$ cat src/rtl/vc_flow_arbiter.sv
// vc_flow_arbiter: round-robin read arbiter across four virtual-channel FIFOs.
// Each VC can be paused or continued by one-cycle strobes. A per-VC watchdog
// resumes a VC that has stayed paused too long. Any FIFO-full error while
// running halts the arbiter until reset.
module vc_flow_arbiter #(
    parameter int TIMEOUT = 64,
    parameter int CNT_W   = 8
) (
    input  logic       CLK,
    input  logic       reset,
    input  logic       init,
    input  logic       idle,
    input  logic [3:0] pause_stb,
    input  logic [3:0] continue_stb,
    input  logic [3:0] error_full,
    input  logic [3:0] empty,
    input  logic       out_ready,
    output logic [3:0] pop,
    output logic       out_valid,
    output logic [1:0] vc_sel,
    output logic [3:0] paused,
    output logic [3:0] timeout_evt,
    output logic       halted
);

    typedef enum logic [1:0] {
        WAIT_INIT = 2'd0,
        RUN       = 2'd1,
        HALT      = 2'd2
    } state_t;

    // Final count value before auto-resume; unused when the watchdog is off.
    localparam logic [CNT_W-1:0] TO_LAST = (TIMEOUT > 0) ? CNT_W'(TIMEOUT - 1) : '0;
    localparam logic             TO_EN   = (TIMEOUT > 0);

    state_t           state_q, state_d;
    logic [3:0]       paused_q, paused_d;
    logic [3:0]       timeout_evt_q, timeout_evt_d;
    logic [CNT_W-1:0] cnt_q [4];
    logic [CNT_W-1:0] cnt_d [4];
    logic [1:0]       last_grant_q, last_grant_d;
    logic             out_valid_q, out_valid_d;
    logic [1:0]       vc_sel_q, vc_sel_d;

    logic [3:0]       eligible_s;
    logic [1:0]       grant_idx_s;
    logic             grant_vld_s;
    logic             can_pop_s;

    // Round-robin grant: the first eligible VC after last_grant wins.
    // Pop is gated directly on error_full so it drops in the same cycle.
    always_comb begin
        eligible_s  = ~empty & ~paused_q;
        grant_idx_s = last_grant_q;
        grant_vld_s = 1'b0;
        // Scan farthest-first so the nearest eligible VC is the one that sticks.
        for (int k = 4; k >= 1; k--) begin
            if (eligible_s[last_grant_q + 2'(k)]) begin
                grant_idx_s = last_grant_q + 2'(k);
                grant_vld_s = 1'b1;
            end else begin
                grant_idx_s = grant_idx_s;
            end
        end
        can_pop_s = (state_q == RUN) && out_ready && !(|error_full) && grant_vld_s;
        if (can_pop_s) begin
            pop = 4'b0001 << grant_idx_s;
        end else begin
            pop = 4'b0000;
        end
    end

    // Next-state logic: FSM, pause flags, and watchdog counters.
    always_comb begin
        state_d       = state_q;
        paused_d      = paused_q;
        timeout_evt_d = 4'b0000;
        cnt_d         = cnt_q;
        case (state_q)
            WAIT_INIT: begin
                if (!init && idle) begin
                    state_d = RUN;
                end else begin
                    state_d = WAIT_INIT;
                end
            end
            RUN: begin
                if (|error_full) begin
                    state_d  = HALT;
                    paused_d = 4'b0000;
                    for (int i = 0; i < 4; i++) cnt_d[i] = '0;
                end else begin
                    for (int i = 0; i < 4; i++) begin
                        if (pause_stb[i]) begin
                            // A pause strobe wins over continue and over an expiring watchdog.
                            paused_d[i] = 1'b1;
                            cnt_d[i]    = '0;
                        end else if (paused_q[i] && TO_EN && (cnt_q[i] == TO_LAST)) begin
                            paused_d[i]      = 1'b0;
                            timeout_evt_d[i] = 1'b1;
                            cnt_d[i]         = '0;
                        end else if (continue_stb[i]) begin
                            paused_d[i] = 1'b0;
                            cnt_d[i]    = '0;
                        end else if (paused_q[i]) begin
                            cnt_d[i] = cnt_q[i] + CNT_W'(1);
                        end else begin
                            cnt_d[i] = cnt_q[i];
                        end
                    end
                end
            end
            HALT: begin
                state_d  = HALT;
                paused_d = 4'b0000;
            end
            default: begin
                state_d  = WAIT_INIT;
                paused_d = 4'b0000;
            end
        endcase
    end

    // Grant bookkeeping and the downstream valid/index stage.
    always_comb begin
        out_valid_d = can_pop_s;
        if (can_pop_s) begin
            last_grant_d = grant_idx_s;
            vc_sel_d     = grant_idx_s;
        end else begin
            last_grant_d = last_grant_q;
            vc_sel_d     = vc_sel_q;
        end
    end

    // State registers with asynchronous active-high reset.
    always_ff @(posedge CLK or posedge reset) begin
        if (reset) begin
            state_q       <= WAIT_INIT;
            paused_q      <= 4'b0000;
            timeout_evt_q <= 4'b0000;
            last_grant_q  <= 2'd3;
            out_valid_q   <= 1'b0;
            vc_sel_q      <= 2'd0;
            for (int i = 0; i < 4; i++) cnt_q[i] <= '0;
        end else begin
            state_q       <= state_d;
            paused_q      <= paused_d;
            timeout_evt_q <= timeout_evt_d;
            last_grant_q  <= last_grant_d;
            out_valid_q   <= out_valid_d;
            vc_sel_q      <= vc_sel_d;
            for (int i = 0; i < 4; i++) cnt_q[i] <= cnt_d[i];
        end
    end

    assign out_valid   = out_valid_q;
    assign vc_sel      = vc_sel_q;
    assign paused      = paused_q;
    assign timeout_evt = timeout_evt_q;
    assign halted      = (state_q == HALT);

endmodule

$ cat config.mk
export PLATFORM = sky130hd
export DESIGN_NAME = vc_flow_arbiter
export DESIGN_NICKNAME = d
export VERILOG_FILES = /design/src/rtl/vc_flow_arbiter.sv
export SDC_FILE = /design/constraint.sdc
export NUM_CORES = 1
export LEC_CHECK = 0
export CORE_MARGIN = 2
export CORE_UTILIZATION = 54
export DETAILED_ROUTE_END_ITERATION = 10
export PLACE_DENSITY = 0.87
export SYNTH_ARGS = -nofsm -noshare
export SYNTH_HDL_FRONTEND = slang
export SYNTH_SLANG_ARGS = --single-unit
$ cat constraint.sdc
create_clock -name CLK -period 2.3 [get_ports CLK]
set_input_delay 0.575 -clock CLK [delete_from_list [all_inputs] [get_ports CLK]]
set_output_delay 0.575 -clock CLK [all_outputs]
set_load 0.005 [all_outputs]
==> summary.log <==
qor: clock_tree.clock_tree.htree_level_count 2
qor: critical_path.cp-end-kind primary output
qor: pwr.leakagePower 1.45 nW
qor: min_path.holdPathStages 1
qor: synth.netlist-cell-type-count 57
qor: floorplanning.design.die.area 5390 um2
qor: routing.detail_route.drc_violations 0
qor: placed_design.port_buffers 36
qor: synth.postSynth.asyncResetShare 100%
qor: pwr.seq_power_share 46.6%
qor: min_path.hold-path-endpoint cnt_q[15]
qor: timing.maxSlewViolCount 0
qor: floorplanning.core.rowCount 25
qor: cells_and_area.post_route_cells_drive_above_1_share 24.4%
qor: critical_path.crit_path_max_incr_delay 0.48 ns
qor: clock_tree.cts_tree done
qor: outcome.failing_checks setup timing
qor: clock_tree.cts_made_buffers 5
qor: clock_tree.clock_latency 0.31 ns
qor: global_route.grt_max_degree 26
qor: global_route.gr-usage-all-layers 26.6%
qor: placed_design.dp.final_hpwl 4630 um
qor: pwr.switching_power 596 uW
qor: pwr.vdd.ir_drop.worst 0.473 mV
qor: global_route.grt_antenna_before_repair 0
qor: min_path.hp-class reg2reg
qor: routing.dr_total_vias 2601
qor: timing.setup-violations-final 4
qor: cells_and_area.fin_util 74.1%
qor: timing.fin_crit_sh 108%
qor: routing.ant_nets 0
qor: pwr.combPwrFrac 25.5%
qor: synth.syn_inst 274
qor: routing.wl_per_cell 17.8 um
qor: placed_design.pre_cts_ws -0.822 ns
qor: floorplanning.fp.dieW 73.4 um
qor: outcome.run_status finished with violations
qor: pwr.pd_cells 576 nW/um2
qor: routing.detail_route.vias_per_cell 6.45
qor: critical_path.critical_path.top_delay_family flip-flops
qor: synth.syn-mean-instance-area 9.49 um2
qor: cells_and_area.n_antenna_cell 0
qor: timing.post_route_worst_setup_slack -0.192 ns
qor: cells_and_area.areaGrowthSynthToFinish 33.8%
qor: timing.achievable-frequency 401 MHz
qor: routing.dr.first_iter.drc_count 207
qor: floorplanning.pin_count 37
qor: critical_path.crit_buf_inv 2
qor: critical_path.destination_of_the_worst_register_to_register_timing_path cnt_q[28]
qor: pwr.clkPwrFrac 27.9%
qor: critical_path.crit-reg2reg-launch cnt_q[24]
qor: synth.post_synthesis_sequential_area_ratio 45.3%
qor: min_path.min_from cnt_q[15]
qor: synth.postSynthNetCount 303
qor: timing.relSlewSlack 52.5%
qor: critical_path.cp_data_arrival_time 1.92 ns
qor: synth.synth.cell_area 2600 um2
qor: global_route.first_global_vias 2461
qor: synth.synth.ff_latch_count 47
qor: synth.number_of_warnings_printed_during_yosys_synthesis 0
qor: clock_tree.cts.clk_slew.worst_paths 0.10 ns
qor: cells_and_area.most_common_cell_after_layout_fill_and_taps_aside sky130_fd_sc_hd__dfrtp_1
qor: floorplanning.die_height 73.4 um
qor: floorplanning.coreArea 4690 um2
qor: clock_tree.cts.sinks 47
qor: global_route.grt_pass1_wl 11200 um
qor: clock_tree.cts.root.buffer_cell sky130_fd_sc_hd__clkbuf_8
qor: floorplanning.start_util 55.4%
qor: timing.worst_slew_pin_slew 0.707 ns
qor: critical_path.cp_cell_sequence buf_4 > o22ai_4 > mux2i_1 > o21a_2 > nor3_4 > buf_2
qor: placed_design.placer_s_final_routability_congestion_estimate 0.866
qor: clock_tree.clock_tree.buffer_depth 2
qor: critical_path.rrSetupSlack 0.16 ns
qor: pwr.power_report.internal_total 1.41 mW
qor: global_route.grt.overflow.total 0
qor: routing.finalWirelength 7170 um
qor: flow_run.drv.max_cap_violation_count 0
qor: timing.finalCriticalPeriod 2.49 ns
qor: critical_path.critical-path-slowest-cell sky130_fd_sc_hd__dfrtp_2
qor: timing.timing_hold_violations_final 0
qor: critical_path.timing.critical_path.from_type register
qor: synth.synth-edff-count 0
qor: critical_path.rr_worst_depth 5
qor: routing.drtPass1Iterations 5
qor: timing.finalClockSkew 0.0161 ns
qor: synth.synth_ff_type sky130_fd_sc_hd__dfrtp_1
qor: timing.rsz0062_at_grt yes
qor: cells_and_area.nets 377
qor: critical_path.critical_path_class reg2out
qor: cells_and_area.final_cell_mix 44 x sky130_fd_sc_hd__dfrtp_1, 34 x sky130_fd_sc_hd__nand2_1, 33 x sky130_fd_sc_hd__buf_4
qor: pwr.power.share.switching 29.7%
qor: critical_path.worstPathMaxFanout 4
qor: critical_path.critPathRequiredTime 1.73 ns
kinds of logic (layout without fill, tap and decap cells):
| logic type | Yosys count | count (layout) | share of synthesized area (%) |
|---|---|---|---|
| xor gates and xnor gates | 6 | 6 | 2.02 |
| DFF | 47 | 47 | 45.3 |
| AOI/OAI and AO/OA | 77 | 77 | 19.5 |
| buffers and inverters | 15 | 90 | 2.45 |
| muxes | 4 | 4 | 1.64 |
| adders and majority gates | 8 | 8 | 3.85 |
| and+or+nand+nor | 117 | 117 | 25.2 |
per-layer routing:
layer | track usage (%) | vias up | share of wire (%)
met2 | 46.2 | 124 | 52
li1 | - | 1191 | -
met1 | 32.9 | 1267 | 40
met3 | 4.39 | 19 | 5.7
met4 | 10.3 | 0 | 2.0
met5 | 0 | - | 0
power by group through the flow:
stage,clock network (mW),logic (mW),registers [mW]
4_1_cts,0.561,0.452,0.929
2_1_floorplan,0,0.229,0.936
5_1_grt,0.605,0.554,0.938
3_5_place_dp,0,0.413,0.944
6_report,0.560,0.510,0.933
3_3_place_gp,0,0.400,0.941
synth_stat cells, types with 2 or more instances:
cell type | n | area share, %
sky130_fd_sc_hd__clkbuf_1 | 5 | 0.72
sky130_fd_sc_hd__xnor2_1 | 3 | 1.0
sky130_fd_sc_hd__nor2_1 | 12 | 1.7
sky130_fd_sc_hd__nor3b_1 | 4 | 1.2
sky130_fd_sc_hd__inv_1 | 8 | 1.2
sky130_fd_sc_hd__xor2_1 | 3 | 1.0
sky130_fd_sc_hd__o31ai_1 | 6 | 1.7
sky130_fd_sc_hd__dfrtp_1 | 45 | 43
sky130_fd_sc_hd__nand2_1 | 34 | 4.9
sky130_fd_sc_hd__nor3_1 | 10 | 1.9
sky130_fd_sc_hd__o21ai_1 | 6 | 1.2
sky130_fd_sc_hd__o22a_1 | 2 | 0.67
sky130_fd_sc_hd__and4_1 | 4 | 1.3
sky130_fd_sc_hd__mux2i_1 | 2 | 0.77
sky130_fd_sc_hd__a21oi_1 | 16 | 3.1
sky130_fd_sc_hd__o211ai_1 | 4 | 1.2
sky130_fd_sc_hd__nand3_1 | 13 | 2.5
sky130_fd_sc_hd__o21ai_0 | 14 | 2.7
sky130_fd_sc_hd__a31oi_1 | 6 | 1.4
sky130_fd_sc_hd__mux2_2 | 2 | 0.87
sky130_fd_sc_hd__o22ai_1 | 4 | 0.96
sky130_fd_sc_hd__a22o_1 | 2 | 0.67
sky130_fd_sc_hd__ha_1 | 8 | 3.9
sky130_fd_sc_hd__a211oi_1 | 2 | 0.58
sky130_fd_sc_hd__o21a_1 | 2 | 0.58
sky130_fd_sc_hd__or3_1 | 12 | 2.9
sky130_fd_sc_hd__and2_1 | 2 | 0.48
sky130_fd_sc_hd__dfstp_2 | 2 | 2.0
sky130_fd_sc_hd__or4_1 | 5 | 1.4
sky130_fd_sc_hd__nand4_1 | 7 | 1.7
sky130_fd_sc_hd__nand3b_1 | 2 | 0.58
sky130_fd_sc_hd__o41ai_1 | 2 | 0.67
worst max-delay path by stage:
stage                  start      to  slack (ns)  cells after the start
2_1_floorplan  error_full[1]  pop[2]        0.11                      4
3_3_place_gp        empty[3]  pop[1]       -0.77                      6
5_1_grt            paused[1]  pop[3]       -0.21                      6
3_5_place_dp   error_full[1]  pop[2]       -0.82                      7
6_report           paused[1]  pop[0]       -0.19                      6
4_1_cts            paused[3]  pop[1]       -0.07                      5
flip-flops by register name (all words and copies together), names as in the netlist:
register      count
cnt_q            32
out_valid         1
timeout_evt       4
last_grant_q      2
paused            4
vc_sel            2
state_q           2
final cells by class:
class                   instances  area, um2
multi-input cells             212       1480
fillers                       327       1210
flip-flops and latches         47       1180
repair buffers                 74        621
clock buffers                   8        100
well taps                      54       67.6
inverters                       8       30.0
stage by stage:
step | instance area, um2 | hold WS, ns | TNS, ns | total power, mW | instances
final | 3480 | 0.503 | -0.578 | 2.00 | 403
after global routing | 3480 | 0.541 | -0.811 | 2.10 | 403
after CTS | 3400 | 0.505 | -0.151 | 1.94 | 401
after detailed placement | 3230 | 0.490 | -9.92 | 1.36 | 389
after global placement | 3230 | 0.475 | -7.42 | 1.34 | 389
after floorplan | 2600 | 0.453 | 0 | 1.16 | 274
timing repair:
action,in CTS,in global routing
gates resized for setup,56,14
setup endpoints to repair,4,4
pin swaps,12,7
buffers inserted,4,2
hold buffers,0,0
(Power assumes the default switching activity.)
==> RTL edit 1: new RTL, config.mk and constraints unchanged <==
`CNT_W`: 8 -> 9.
--- a/src/rtl/vc_flow_arbiter.sv
+++ b/src/rtl/vc_flow_arbiter.sv
@@ -4,7 +4,7 @@
 // running halts the arbiter until reset.
 module vc_flow_arbiter #(
     parameter int TIMEOUT = 64,
-    parameter int CNT_W   = 8
+    parameter int CNT_W   = 9
 ) (
     input  logic       CLK,
     input  logic       reset,
Behaviour: same outputs for any inputs over 10 cycles, from zero or initial values and one cycle with reset high; that may be too few to reach the edited logic, so the function may still have changed.
==> RTL edit 1 against the original RTL <==
  * Via count up 4.1%
  * Sequential cell count up 4
  * Setup slack worse by 0.14 ns
  * Critical path type is now in2out
  * Largest cell class unchanged
  * The run still ends with negative setup slack left
  * Wire length down 1.6%
  * Total power up 5.8%
  * Sequential power up 9%
  * Area after synthesis up 9.4%
  * Final area up 5.8%
  * Clock skew down 0.0013 ns
  * Sequential share of layout area up 0.84 points
  * Count of clock-buffer cells in the layout down 1
==> RTL edit 1: results (changes against the original RTL) <==
outcome complete, but fails checks; failing checks negative setup slack; worst hold path class reg2reg; via count of the first global-routing pass 2,812 (+14%); library cell contributing the largest single delay on the critical path sky130_fd_sc_hd__or4_4; H-tree depth 2 (unchanged); flip-flop count of the largest register after layout 36 (+13%); GR Overflow Total 0 (unchanged); cell types with the highest counts after synthesis 49 x sky130_fd_sc_hd__dfrtp_1, 37 x sky130_fd_sc_hd__nand2_1, 25 x sky130_fd_sc_hd__o21ai_0, 24 x sky130_fd_sc_hd__nor2_1, 21 x sky130_fd_sc_hd__a21oi_1; aggregate global-route resource usage 24.9% (-1.7 points); initial detailed-routing violation count 155 (-25%); pin count of the biggest net entering global routing 52 (+100%); hpwl dp 5080 µm (+9.7%); Synth Area per Inst 9.17 µm² (-3.3%); Vias per Instance 5.94 (-8.0%); placed cell count 443 (+14%); share of flip-flops with an asynchronous set or reset after synthesis 100% (unchanged); number of library cell types mapped by synthesis 50 (-12%); DR vias 2,707 (+4.1%); data arrival at the endpoint of the critical path 2.06 ns (+0.14 ns); standby leakage power 1.57 nW (+8.4%); r2r startpoint state_q[1]$_DFFE_PP0P_; launch point of the worst hold path vc_sel[0]$_DFFE_PP0P_; Seq/Total Area, Yosys 45.0% (-0.37 points); clock slew seen by the registers of the worst setup and hold paths 0.08 ns (-0.02 ns); final setup vio count 4 (unchanged); WL per Instance 15.5 µm (-13%); last weighted congestion value of the routability-driven placer 0.872 (+0.72%); maximum clock skew at final layout 0.0148 ns (-0.00133 ns); clock network power share 27.0% (-0.9 points); slew of the pin with the lowest slew margin 0.595 ns (-0.112 ns); internal power component 1.49 mW (+5.7%); share of final-layout standard cells stronger than drive strength 1 19.4% (-4.9 points); pre-CTS setup slack -0.991 ns (-0.169 ns); number of warnings issued by yosys 0 (unchanged); IR Drop Worst-Case VDD 0.449 mV (-5.1%); n_diodes 0 (unchanged); number of detailed-routing iterations run before antenna repair 4 (-1); clk root buf sky130_fd_sc_hd__clkbuf_8; critical path's top delay family simple AND/OR/NAND/NOR gates; maximum clock path buffer count 2 (unchanged); PnR worst setup slack -0.333 ns (-0.141 ns); Final #Nets 414 (+9.8%); Setup crit start error_full[1]; post-synth net total 339 (+12%); Critical Path Fanout Max 2 (-2); synth top area cells sky130_fd_sc_hd__dfrtp_1 43%, sky130_fd_sc_hd__nand2_1 4.9%, sky130_fd_sc_hd__o21ai_0 4.4%, sky130_fd_sc_hd__a21oi_1 3.7%, sky130_fd_sc_hd__ha_1 3.5%; delay of the slowest cell on the worst path 0.56 ns (+0.08 ns); clk_lat worst skew 0.31 ns (about the same); global-route wire length before repair 12,000 µm (+7.2%)
RTL edit 1: cell count changes after synthesis, sizes merged, moves of 4 or more:
cell,delta
a21o,+4
o22ai,-4
nand4,+4
a21oi,+5
nor2,+12
a31oi,-5
o31ai,+4
dfrtp,+4
o21ai,+5
RTL edit 1: stage by stage:
stage               TNS (ns)  instance area (µm²)
global placement      -11.05                 3520
floorplan             -0.771                 2840
CTS                    -1.14                 3640
finish                -0.959                 3680
global route           -1.17                 3680
detailed placement    -13.04                 3520
RTL edit 1: kinds of logic after synthesis:
group                    share of synthesized area (%)
AND/OR/NAND/NOR                                   26.4
buffers and inverters                             3.39
AO/OA/AOI/OAI                                     18.3
flip-flops                                        45.0
multiplexers                                     0.352
adder cells (fa/ha/maj)                           3.52
XOR/XNOR                                          3.08
RTL edit 1: what timing repair did:
action                                  CTS  global route
resized for setup                        43             7
buffers inserted                          3             3
endpoints found under the setup margin   14             4
pin swaps                                 7             5
gates cloned                              0             0
RTL edit 1: worst reg2reg max path, cell delays in order, from the launching register on:
cell and delay (ns):
sky130_fd_sc_hd__dfrtp_1 0.41, sky130_fd_sc_hd__inv_1 0.08, sky130_fd_sc_hd__ha_1 0.16, sky130_fd_sc_hd__buf_4 0.26, sky130_fd_sc_hd__clkinv_1 0.16, sky130_fd_sc_hd__a21o_1 0.23, sky130_fd_sc_hd__or4_1 0.52, sky130_fd_sc_hd__a21oi_1 0.16
RTL edit 1: final timing paths:
path / end / slack [ns] / cells past startpoint
setup / recovery: pop[2] / -0.33 / 7
hold / removal: vc_sel[0]$_DFFE_PP0P_ / 0.51 / 2
setup reg to reg: cnt_q[17]$_DFFE_PP0P_ / 0.24 / 7
hold reg to reg: vc_sel[0]$_DFFE_PP0P_ / 0.51 / 2
max in group asynchronous: last_grant_q[0]$_DFFE_PP1P_ / 1.38 / 3
min in group asynchronous: cnt_q[3]$_DFFE_PP0P_ / 0.62 / 3
RTL edit 1: area by class of cell:
cell class | instances | area, µm²
clock buffers | 7 | 96.3
clock inverters | 1 | 7.51
fillers | 368 | 1430
inverters | 12 | 45.0
multi-input cells | 238 | 1510
flip-flops and latches | 51 | 1280
well taps | 70 | 87.6
repair buffers | 77 | 652
RTL edit 1: metal layers:
metal / wire length, µm / vias up / track usage (%)
met2: 3580 / 78 / 43.2
li1: - / 1292 / -
met4: 79 / 0 / 9.64
met3: 339 / 10 / 6.16
met1: 3050 / 1327 / 29.8
met5: 0 / - / 0
RTL edit 1: power groups by stage:
stage	registers, mW	logic (mW)	clock network, mW
finish	1.02	0.524	0.572
global placement	1.03	0.474	0
CTS	1.02	0.506	0.580
detailed placement	1.03	0.494	0
global route	1.03	0.577	0.617
floorplan	1.02	0.241	0
==> RTL edit 2: new RTL, same settings <==
Made on the original files. Remove the register `timeout_evt_q`: a continuous assignment takes its place, so the output `timeout_evt` follows one clock earlier.
--- a/src/rtl/vc_flow_arbiter.sv
+++ b/src/rtl/vc_flow_arbiter.sv
@@ -138,7 +138,6 @@
         if (reset) begin
             state_q       <= WAIT_INIT;
             paused_q      <= 4'b0000;
-            timeout_evt_q <= 4'b0000;
             last_grant_q  <= 2'd3;
             out_valid_q   <= 1'b0;
             vc_sel_q      <= 2'd0;
@@ -146,13 +145,14 @@
         end else begin
             state_q       <= state_d;
             paused_q      <= paused_d;
-            timeout_evt_q <= timeout_evt_d;
             last_grant_q  <= last_grant_d;
             out_valid_q   <= out_valid_d;
             vc_sel_q      <= vc_sel_d;
             for (int i = 0; i < 4; i++) cnt_q[i] <= cnt_d[i];
         end
     end
+
+    assign timeout_evt_q = timeout_evt_d;
 
     assign out_valid   = out_valid_q;
     assign vc_sel      = vc_sel_q;
Function: same outputs for any inputs over 10 cycles, from zero or initial values and one cycle with reset high; that may be too few to reach the edited logic, so the function may still have changed.
==> RTL edit 2 against the original RTL <==
  * The run still ends with negative setup slack left
  * Critical path depth rose by 3
  * First-iteration DRC count shrank 18%
  * Wire length rose by 3.0%
  * Synthesized cell count increased by 3.3%
  * Sequential cell count shrank 4
  * Setup slack better by 0.019 ns
  * Total power is 5.7% lower
  * Final area increased by 6.3%
  * Combinational power fell by 8.8%
  * Non-clock buffer count is 34 higher
  * Area after synthesis down 2.4%
  * Clock power up 9.6%
  * Sequential power down 13%
  * Critical endpoint is now pop[3]
==> RTL edit 2: results (changes against the original RTL) <==
Vias per Instance 5.89 (-8.7%); detailed-route wire length 7380 µm (+3.0%); final setup vio count 4 (unchanged); pre-CTS setup slack -0.893 ns (-0.0703 ns); post-route standard cell area excluding fillers 0.00370 mm² (+6.3%); WHS Endpoint vc_sel[1]$_DFFE_PP0P_; cell types with the highest counts after synthesis 41 x sky130_fd_sc_hd__dfrtp_1, 39 x sky130_fd_sc_hd__nor2_1, 33 x sky130_fd_sc_hd__nand2_1, 20 x sky130_fd_sc_hd__nand3_1, 16 x sky130_fd_sc_hd__o21ai_0; final-layout worst hold slack 0.500 ns (-0.00226 ns); maximum clock skew at final layout 0.00846 ns (-0.00762 ns); pin count of the biggest net entering global routing 44 (+69%); outcome complete, but fails checks; flop-to-flop setup slack 0.35 ns (+0.19 ns); Seq/Total Area, Yosys 42.5% (-2.8 points); hpwl dp 4640 µm (+0.11%); PnR worst setup slack -0.174 ns (+0.0187 ns); post-synth net total 312 (+3.0%); IR Drop Worst-Case VDD 0.353 mV (-25%); aggregate global-route resource usage 27.6% (+1.0 points); cell depth of the worst flop-to-flop path 7 (+2); setup TNS -0.486 ns (+0.0918 ns); number of library cell types mapped by synthesis 51 (-11%); share of final-layout standard cells stronger than drive strength 1 34.8% (+10 points); Synth Area per Inst 8.97 µm² (-5.5%); synth top area cells sky130_fd_sc_hd__dfrtp_1 40%, sky130_fd_sc_hd__nor2_1 5.8%, sky130_fd_sc_hd__nand2_1 4.9%, sky130_fd_sc_hd__xnor2_1 4.1%, sky130_fd_sc_hd__ha_1 3.9%; r2r startpoint state_q[1]$_DFFE_PP0P_; failing checks negative setup slack
RTL edit 2: changes by cell type after synthesis, sizes merged, moves of 3 or more:
| cell | change |
|---|---|
| nor2 | +28 |
| or3 | -7 |
| o21ai | -4 |
| nand3 | +7 |
| nor4 | +3 |
| dfrtp | -4 |
| xnor2 | +9 |
| a31oi | -3 |
| a21oi | -11 |
| or4 | -3 |
| xor2 | +3 |
| and4 | -4 |
RTL edit 2: cell families (layout without fill, tap and decap cells):
kind of cell    Yosys count  after routing  share of synthesized area [%]
simple gates            137            137                           26.2
compound gates           53             53                           16.2
flops                    43             43                           42.5
buf+inv                  21            126                           3.75
xor+xnor                 18             18                           6.21
fa+ha+maj                 8              8                           3.94
mux                       3              3                           1.23
RTL edit 2: layout make-up:
cell class                 instances  area share (%)
sequential                        43            29.2
multi-input combinational        219            41.7
inverter                          10            1.01
clock inverter                     2           0.947
clock buffer                       6            2.23
timing repair buffer             108            23.1
tap                               52            1.76
RTL edit 2: power by group through the flow:
stage | clock (mW) | sequential, mW | combinational (mW)
global route | 0.646 | 0.814 | 0.509
global placement | 0 | 0.821 | 0.390
finish | 0.614 | 0.811 | 0.465
detailed placement | 0 | 0.821 | 0.404
floorplan | 0 | 0.814 | 0.195
CTS | 0.622 | 0.809 | 0.435
RTL edit 2: timing repair:
action,in CTS,in global routing
setup endpoints to repair,18,8
gates resized for setup,74,22
pin swaps,16,11
setup buffers,6,6
cloned,0,0
RTL edit 2: critical path: stages:
cell and delay [ns]:
sky130_fd_sc_hd__clkdlybuf4s15_2 0.27, sky130_fd_sc_hd__nor3_2 0.30, sky130_fd_sc_hd__buf_4 0.18, sky130_fd_sc_hd__nor3_2 0.04, sky130_fd_sc_hd__a21o_1 0.18, sky130_fd_sc_hd__nand3_2 0.10
sky130_fd_sc_hd__buf_6 0.11, sky130_fd_sc_hd__nor2_4 0.03, sky130_fd_sc_hd__buf_2 0.12
RTL edit 2: how the worst max path moves through the flow:
stage                        end  slack, ns
final                     pop[3]      -0.17
after global routing      pop[3]      -0.21
after CTS                 pop[3]      -0.10
after detailed placement  pop[0]      -0.89
after global placement    pop[0]      -0.87
after floorplan           pop[0]      0.006
RTL edit 2: per-layer routing:
metal / vias up / GRT usage (%) / routed length (µm) / share of wire (%)
met2: 99 / 49.3 / 3770 / 51
met5: - / 0 / 0 / 0
met4: 0 / 9.05 / 153 / 2.1
met1: 1258 / 33.1 / 3080 / 42
li1: 1220 / - / - / -
met3: 16 / 5.56 / 378 / 5.1
